===== config.mk =====
export PLATFORM = sky130hd
export DESIGN_NAME = gf_serial_host_flat
export DESIGN_NICKNAME = d
export VERILOG_FILES = /design/src/rtl/gf_serial_host_if.sv /design/src/rtl/gf_serial_host.sv /design/src/flat_wrapper.sv
export SDC_FILE = /design/constraint.sdc
export NUM_CORES = 1
export LEC_CHECK = 0
export CAP_MARGIN = 20
export CORE_AREA = 2 2 133 135
export CTS_BUF_LIST = sky130_fd_sc_hd__clkbuf_4 sky130_fd_sc_hd__clkbuf_8
export DETAILED_ROUTE_END_ITERATION = 10
export DIE_AREA = 0 0 135 137
export GPL_TIMING_DRIVEN = 0
export PLACE_DENSITY = 0.8
export RECOVER_POWER = 25
export SLEW_MARGIN = 20
export SYNTH_ARGS = -nofsm -noshare
export SYNTH_HDL_FRONTEND = slang
export SYNTH_SLANG_ARGS = --single-unit

===== constraint.sdc =====
create_clock -name i_clk -period 2.4 [get_ports i_clk]
set_input_delay 0.72 -clock i_clk [delete_from_list [all_inputs] [get_ports i_clk]]
set_output_delay 0.72 -clock i_clk [all_outputs]
set_load 0.01 [all_outputs]

===== src/rtl/gf_serial_host_if.sv =====
// Job and result handshake bundle between a host controller and gf_serial_host.
// The master drives jobs and accepts results; the slave is the serial host itself.
interface gf_serial_host_if #(
    parameter int DATA_WIDTH = 32
);
    localparam int GRADE_W = $clog2(DATA_WIDTH) + 1;

    logic                      op_valid;
    logic                      op_ready;
    logic [GRADE_W-1:0]        op_grade;
    logic [DATA_WIDTH:0]       op_poly;
    logic [2*DATA_WIDTH-1:0]   op_reduc;
    logic                      res_valid;
    logic                      res_ready;
    logic [DATA_WIDTH-1:0]     res_data;

    modport master (
        output op_valid, op_grade, op_poly, op_reduc, res_ready,
        input  op_ready, res_valid, res_data
    );

    modport slave (
        input  op_valid, op_grade, op_poly, op_reduc, res_ready,
        output op_ready, res_valid, res_data
    );
endinterface


===== src/rtl/gf_serial_host.sv =====
// Host-side serial driver for the serialised GF reduction wrapper: shifts one job
// out MSB-first on three lines, pulses enable, then shifts the W-bit result back in.
//
// state      | meaning
// -----------+-------------------------------------------------------------
// ST_IDLE    | waiting for a job, op_ready high
// ST_SHIFT   | 2W cycles, one bit per line per cycle, MSB first
// ST_EXEC    | single-cycle enable pulse to the wrapper
// ST_WAIT    | RESULT_LATENCY cycles of wrapper latency
// ST_CAPTURE | W cycles sampling i_serial_in into the result register
// ST_DONE    | result presented until res_ready
module gf_serial_host #(
    parameter int DATA_WIDTH     = 32,
    parameter int RESULT_LATENCY = 2
) (
    input  logic                 i_clk,
    input  logic                 i_reset,
    gf_serial_host_if.slave      bus,
    output logic                 o_grade_out,
    output logic                 o_poly_red_out,
    output logic                 o_red_out,
    output logic                 o_enable_out,
    input  logic                 i_serial_in,
    output logic                 o_busy
);
    localparam int W  = DATA_WIDTH;
    localparam int XW = 2 * W;
    localparam int CW = $clog2(XW) + 1;
    localparam int LW = (RESULT_LATENCY > 1) ? $clog2(RESULT_LATENCY) : 1;

    localparam logic [CW-1:0] SHIFT_LAST = CW'(XW - 1);
    localparam logic [CW-1:0] CAP_LAST   = CW'(W - 1);
    localparam logic [LW-1:0] WAIT_LOAD  = (RESULT_LATENCY > 0) ? LW'(RESULT_LATENCY - 1) : '0;

    typedef enum logic [2:0] {
        ST_IDLE,
        ST_SHIFT,
        ST_EXEC,
        ST_WAIT,
        ST_CAPTURE,
        ST_DONE
    } state_t;

    state_t          r_state;
    logic [XW-1:0]   r_grade_sr;
    logic [XW-1:0]   r_poly_sr;
    logic [XW-1:0]   r_red_sr;
    logic [CW-1:0]   r_bit_cnt;
    logic [LW-1:0]   r_wait_cnt;
    logic [W-1:0]    r_res;
    logic            r_op_ready;
    logic            r_busy;
    logic            r_res_valid;
    logic            r_enable;

    logic            w_accept;

    assign w_accept = bus.op_valid & r_op_ready;

    // The shift registers empty themselves with zero fill, so their MSBs are the
    // serial lines directly and read 0 everywhere outside SHIFT.
    assign o_grade_out    = r_grade_sr[XW-1];
    assign o_poly_red_out = r_poly_sr[XW-1];
    assign o_red_out      = r_red_sr[XW-1];
    assign o_enable_out   = r_enable;
    assign o_busy         = r_busy;
    assign bus.op_ready   = r_op_ready;
    assign bus.res_valid  = r_res_valid;
    assign bus.res_data   = r_res;

    always_ff @(posedge i_clk) begin
        if (i_reset) begin
            r_state     <= ST_IDLE;
            r_grade_sr  <= '0;
            r_poly_sr   <= '0;
            r_red_sr    <= '0;
            r_bit_cnt   <= '0;
            r_wait_cnt  <= '0;
            r_res       <= '0;
            r_op_ready  <= 1'b1;
            r_busy      <= 1'b0;
            r_res_valid <= 1'b0;
            r_enable    <= 1'b0;
        end else begin
            case (r_state)
                ST_IDLE: begin
                    if (w_accept) begin
                        r_grade_sr <= XW'(bus.op_grade);
                        r_poly_sr  <= XW'(bus.op_poly);
                        r_red_sr   <= bus.op_reduc;
                        r_bit_cnt  <= '0;
                        r_op_ready <= 1'b0;
                        r_busy     <= 1'b1;
                        r_state    <= ST_SHIFT;
                    end
                end
                ST_SHIFT: begin
                    r_grade_sr <= {r_grade_sr[XW-2:0], 1'b0};
                    r_poly_sr  <= {r_poly_sr[XW-2:0], 1'b0};
                    r_red_sr   <= {r_red_sr[XW-2:0], 1'b0};
                    if (r_bit_cnt == SHIFT_LAST) begin
                        r_bit_cnt <= '0;
                        r_enable  <= 1'b1;
                        r_state   <= ST_EXEC;
                    end else begin
                        r_bit_cnt <= r_bit_cnt + 1'b1;
                    end
                end
                ST_EXEC: begin
                    r_enable   <= 1'b0;
                    r_bit_cnt  <= '0;
                    r_wait_cnt <= WAIT_LOAD;
                    r_state    <= (RESULT_LATENCY == 0) ? ST_CAPTURE : ST_WAIT;
                end
                ST_WAIT: begin
                    if (r_wait_cnt == '0) begin
                        r_state <= ST_CAPTURE;
                    end else begin
                        r_wait_cnt <= r_wait_cnt - 1'b1;
                    end
                end
                ST_CAPTURE: begin
                    r_res <= {r_res[W-2:0], i_serial_in};
                    if (r_bit_cnt == CAP_LAST) begin
                        r_bit_cnt   <= '0;
                        r_res_valid <= 1'b1;
                        r_state     <= ST_DONE;
                    end else begin
                        r_bit_cnt <= r_bit_cnt + 1'b1;
                    end
                end
                ST_DONE: begin
                    if (bus.res_ready) begin
                        r_res_valid <= 1'b0;
                        r_op_ready  <= 1'b1;
                        r_busy      <= 1'b0;
                        r_state     <= ST_IDLE;
                    end
                end
                default: begin
                    r_state <= ST_IDLE;
                end
            endcase
        end
    end
endmodule


===== src/flat_wrapper.sv =====
// flat-port wrapper written by rule: the top's interface ports become plain ports
module gf_serial_host_flat 
#(
    parameter int DATA_WIDTH     = 32,
    parameter int RESULT_LATENCY = 2
)
  (i_clk, i_reset, o_grade_out, o_poly_red_out, o_red_out, o_enable_out, i_serial_in, o_busy, bus_op_valid, bus_op_grade, bus_op_poly, bus_op_reduc, bus_res_ready, bus_op_ready, bus_res_valid, bus_res_data);
  gf_serial_host_if #(.DATA_WIDTH(DATA_WIDTH)) bus_i ();
  input  logic i_clk;
  input  logic i_reset;
  output logic o_grade_out;
  output logic o_poly_red_out;
  output logic o_red_out;
  output logic o_enable_out;
  input  logic i_serial_in;
  output logic o_busy;
  input wire logic [$bits(bus_i.op_valid)-1:0] bus_op_valid;
  input wire logic [$bits(bus_i.op_grade)-1:0] bus_op_grade;
  input wire logic [$bits(bus_i.op_poly)-1:0] bus_op_poly;
  input wire logic [$bits(bus_i.op_reduc)-1:0] bus_op_reduc;
  input wire logic [$bits(bus_i.res_ready)-1:0] bus_res_ready;
  output wire logic [$bits(bus_i.op_ready)-1:0] bus_op_ready;
  output wire logic [$bits(bus_i.res_valid)-1:0] bus_res_valid;
  output wire logic [$bits(bus_i.res_data)-1:0] bus_res_data;
  assign bus_i.op_valid = bus_op_valid;
  assign bus_i.op_grade = bus_op_grade;
  assign bus_i.op_poly = bus_op_poly;
  assign bus_i.op_reduc = bus_op_reduc;
  assign bus_i.res_ready = bus_res_ready;
  assign bus_op_ready = bus_i.op_ready;
  assign bus_res_valid = bus_i.res_valid;
  assign bus_res_data = bus_i.res_data;
  gf_serial_host #(.DATA_WIDTH(DATA_WIDTH), .RESULT_LATENCY(RESULT_LATENCY)) u_core (.i_clk(i_clk), .i_reset(i_reset), .bus(bus_i), .o_grade_out(o_grade_out), .o_poly_red_out(o_poly_red_out), .o_red_out(o_red_out), .o_enable_out(o_enable_out), .i_serial_in(i_serial_in), .o_busy(o_busy));
endmodule

==> flow_summary.rst <==
.. list-table::
   :header-rows: 1

   * - Metric
     - Value
   * - Post-Synthesis Mean Instance Area
     - around 8.5 um2
   * - Synth top area cells
     - dfxtp_1, nand2_1, a2bb2oi_1
   * - # Max-Cap Violations
     - 0
   * - Most used standard cell by instance count after synthesis
     - dfxtp_1
   * - Share of the yosys chip area belonging to registers
     - a little over half
   * - Die H
     - about 140 um
   * - Buffer depth of the longest clock path
     - 3
   * - Via count
     - between 8000 and 9000
   * - Areal power density over the cells
     - approximately 760 nW/um2
   * - Pin count of the biggest net entering global routing
     - 11
   * - CP Data Arrival Time
     - approximately 1.6 ns
   * - Count of input and output buffers
     - 146
   * - Outcome
     - complete, no violations
   * - Start point of the critical path
     - u_core.bus.op_ready
   * - Nets@finish
     - between 1000 and 1500
   * - Tmin final
     - 2.301 ns
   * - Cell Rows
     - between 40 and 50
   * - Clk slew on worst S/H paths
     - 0.06 ns
   * - Floorplan Core Area
     - about 17000 um2
   * - Cell type with the largest total area after synthesis
     - dfxtp_1
   * - DP HPWL
     - between 15000 and 20000 um
   * - Total congestion overflow after global routing
     - 0
   * - Slew margin rel.
     - a little under two fifths
   * - Synth Cell Area
     - 9185 um2
   * - TritonCTS clock tree
     - built
   * - IR Drop Worst-Case VDD
     - roughly 540 uV
   * - Initial antenna violation count
     - 1
   * - Critical path endpoint category
     - output port
   * - Violation count after the first detailed-route iteration
     - between 400 and 500
   * - Crit-path max cell delay
     - between 0.5 and 0.6 ns
   * - WP data required
     - 1.68 ns
   * - Ratio of cells with drive above 1 in the final layout
     - ~7.5%
   * - Flop and latch count out of synthesis
     - 239
   * - Total of hold buffers inserted after clock tree synthesis
     - 0
   * - Clock latency reported for the late side of the worst-skew pair
     - about 0.53 ns
   * - Critical-path cell list
     - clkdlybuf4s50_1
   * - Clock net sink count
     - about 240
   * - DR DRC count
     - 0
   * - Slowest cell on crit path
     - clkdlybuf4s50_1
   * - Post-Place Setup Slack
     - -0.6481 ns
   * - Worst Setup Path Type
     - reg -> out
   * - R2r endpoint
     - u_core.r_bit_cnt[3]
   * - Weighted congestion at the end of routability-driven global placement
     - between 0.8 and 0.9
   * - Fin crit share
     - between 90% and 100%
   * - Primary FF master, synth
     - dfxtp_1
   * - Setup repair after global routing missed its margin
     - no
   * - Leakage
     - 4.415 nW
   * - Depth of the worst register-to-register path
     - 4
   * - Worst reg2reg setup slack
     - around 0.2 ns
   * - Transition at the pin with the smallest max-transition slack
     - between 0.9 and 1 ns
   * - CTS H-tree lvls
     - 2
   * - Worst setup slack after layout
     - roughly 0.1 ns
   * - RR Startpoint
     - u_core.r_state[2]
   * - Detailed Routing Iterations Pass 1
     - 5
   * - Die Footprint
     - between 15000 and 20000 um2
   * - Area added between synthesis and finish
     - 27.44%
   * - Number of buffers and inverters on the critical path
     - 1
   * - Yosys synthesis warning count
     - 0
   * - N_diodes
     - 0
   * - Average wire length per cell after detail routing
     - 14.83 um
   * - Largest delay share family, worst path
     - buffers and inverters
   * - Sink of the worst hold path
     - u_core.bus.res_data[31]
   * - Initial Util
     - between 50 and 60%
   * - Antenna-violating nets left
     - 0
   * - Highest fanout seen on the critical path
     - 7
   * - I/O Pins
     - between 100 and 150
   * - Worst hold stages
     - 2
   * - Hold path startpoint
     - u_core.bus.res_data[31]
   * - Area share of the leading cell type in the synthesized netlist
     - between 50% and 60%
   * - Final Hold Vio Count
     - 0
   * - Combined global-route utilization of all metal layers
     - 23.78%
   * - Buffer cell driving the clock tree root
     - clkbuf_8
   * - Most frequent cells after synthesis
     - dfxtp_1, nand2_1, nor2_1
   * - Max frequency
     - between 400 and 500 MHz
   * - Routed wire length
     - around 23000 um
   * - Distinct cell type count of the synthesized netlist
     - approximately 40
   * - Vias per cell
     - 5.534
   * - Gate count after technology mapping
     - between 1000 and 1500
   * - Number of buffers created by CTS
     - 38
   * - Die span in x
     - between 100 and 150 um
   * - Category of the worst setup path launch point
     - flop
   * - Final number of max-transition violations
     - 0
   * - Vias in the first global route
     - between 7000 and 8000
   * - Final worst clock skew
     - 0.02312 ns
   * - Global-route wire length before repair
     - 36600 um
   * - Total Neg Setup Slack
     - 0 ns
   * - Final setup viols
     - 0
   * - Net count after synthesis
     - around 1200
   * - Count of flip-flops with a built-in enable after synthesis
     - 0
   * - Share of synthesized registers carrying an async set or reset
     - 0%
   * - Type of the most critical hold path
     - reg -> reg
==> stage by stage <==
step	hold WS, ns	power (mW)	utilization, %	instances	cell area, um2
after floorplan	0.4364	5.052	-	1086	9185
after global placement	0.4414	5.451	64.07	1457	10930
after detailed placement	0.4467	5.471	64.07	1457	10930
after CTS	0.4552	8.958	68.60	1522	11700
after global routing	0.4708	9.267	68.63	1522	11710
final	0.4483	8.906	68.63	1522	11710
==> worst max path at each step <==
stage                            to  cells after the start
6_report               bus_op_ready                      1
5_1_grt        u_core.r_poly_sr[16]                      7
4_1_cts          u_core.r_red_sr[7]                      7
3_5_place_dp      u_core.r_wait_cnt                      5
3_3_place_gp      u_core.r_wait_cnt                      5
2_1_floorplan   u_core.r_bit_cnt[6]                      4
==> where the power goes <==
part / internal (mW) / switching [mW] / total, mW
sequential: 4.17 / 0.110 / 4.28
clock: 1.98 / 1.52 / 3.50
combinational: 0.495 / 0.630 / 1.13
==> area by class of cell <==
class                           count  area, um2
Clock inverter                      2      10.01
Multi-Input combinational cell    741       3968
Clock buffer                       63      760.7
Inverter                            8      30.03
Sequential cell                   239       4785
Buffer                             98      409.1
Fill cell                        1396       5351
Tap cell                          225      281.5
Timing Repair Buffer              146       1461
==> repair_timing <==
| item | CTS | global route |
|---|---|---|
| resized for setup | 1 | 3 |
| hold endpoints to repair | 0 | 0 |
| setup endpoints to repair | 95 | 40 |
| setup buffers | 0 | 0 |
==> kinds of logic after synthesis <==
group / after synthesis / synth area share, %
and+or+nand+nor: 431 / 18.36
muxes: 1 / 0.1090
buffers and inverters: 106 / 4.781
xor gates and xnor gates: 1 / 0.09537
AOI/OAI and AO/OA: 306 / 24.32
DFF: 239 / 52.09
adders and majority gates: 2 / 0.2452
==> state kept, by name (all words and copies together) (netlist names), 3 cells and up <==
signal,count
u_core.bus.res_data,32
u_core.r_poly_sr,64
u_core.r_state,3
u_core.r_grade_sr,64
u_core.r_red_sr,64
u_core.r_bit_cnt,7
==> cell usage in the layout, fill, tap and decap left out, types with 7 or more instances in the layout <==
master and n:
dlygate4sd3_1 24, o21ai_0 9, a2bb2oi_1 89, clkbuf_8 46, buf_2 18, clkdlybuf4s50_1 122, inv_1 7, o221ai_1 50
nand2_1 212, dfxtp_1 239, nor2_1 195, clkbuf_1 69, a22oi_1 52, a21oi_1 89, clkbuf_4 17, clkbuf_2 9
==> routing by layer <==
layer / part of all wire [%] / vias to the layer above / track usage (%)
met4: 2.6 / 2 / 9.086
met1: 44 / 3981 / 30.20
met3: 6.4 / 55 / 6.370
met5: 0.058 / - / 0
met2: 47 / 207 / 38.86
li1: - / 4178 / -
Note: power is estimated with default switching activity, not from simulation.
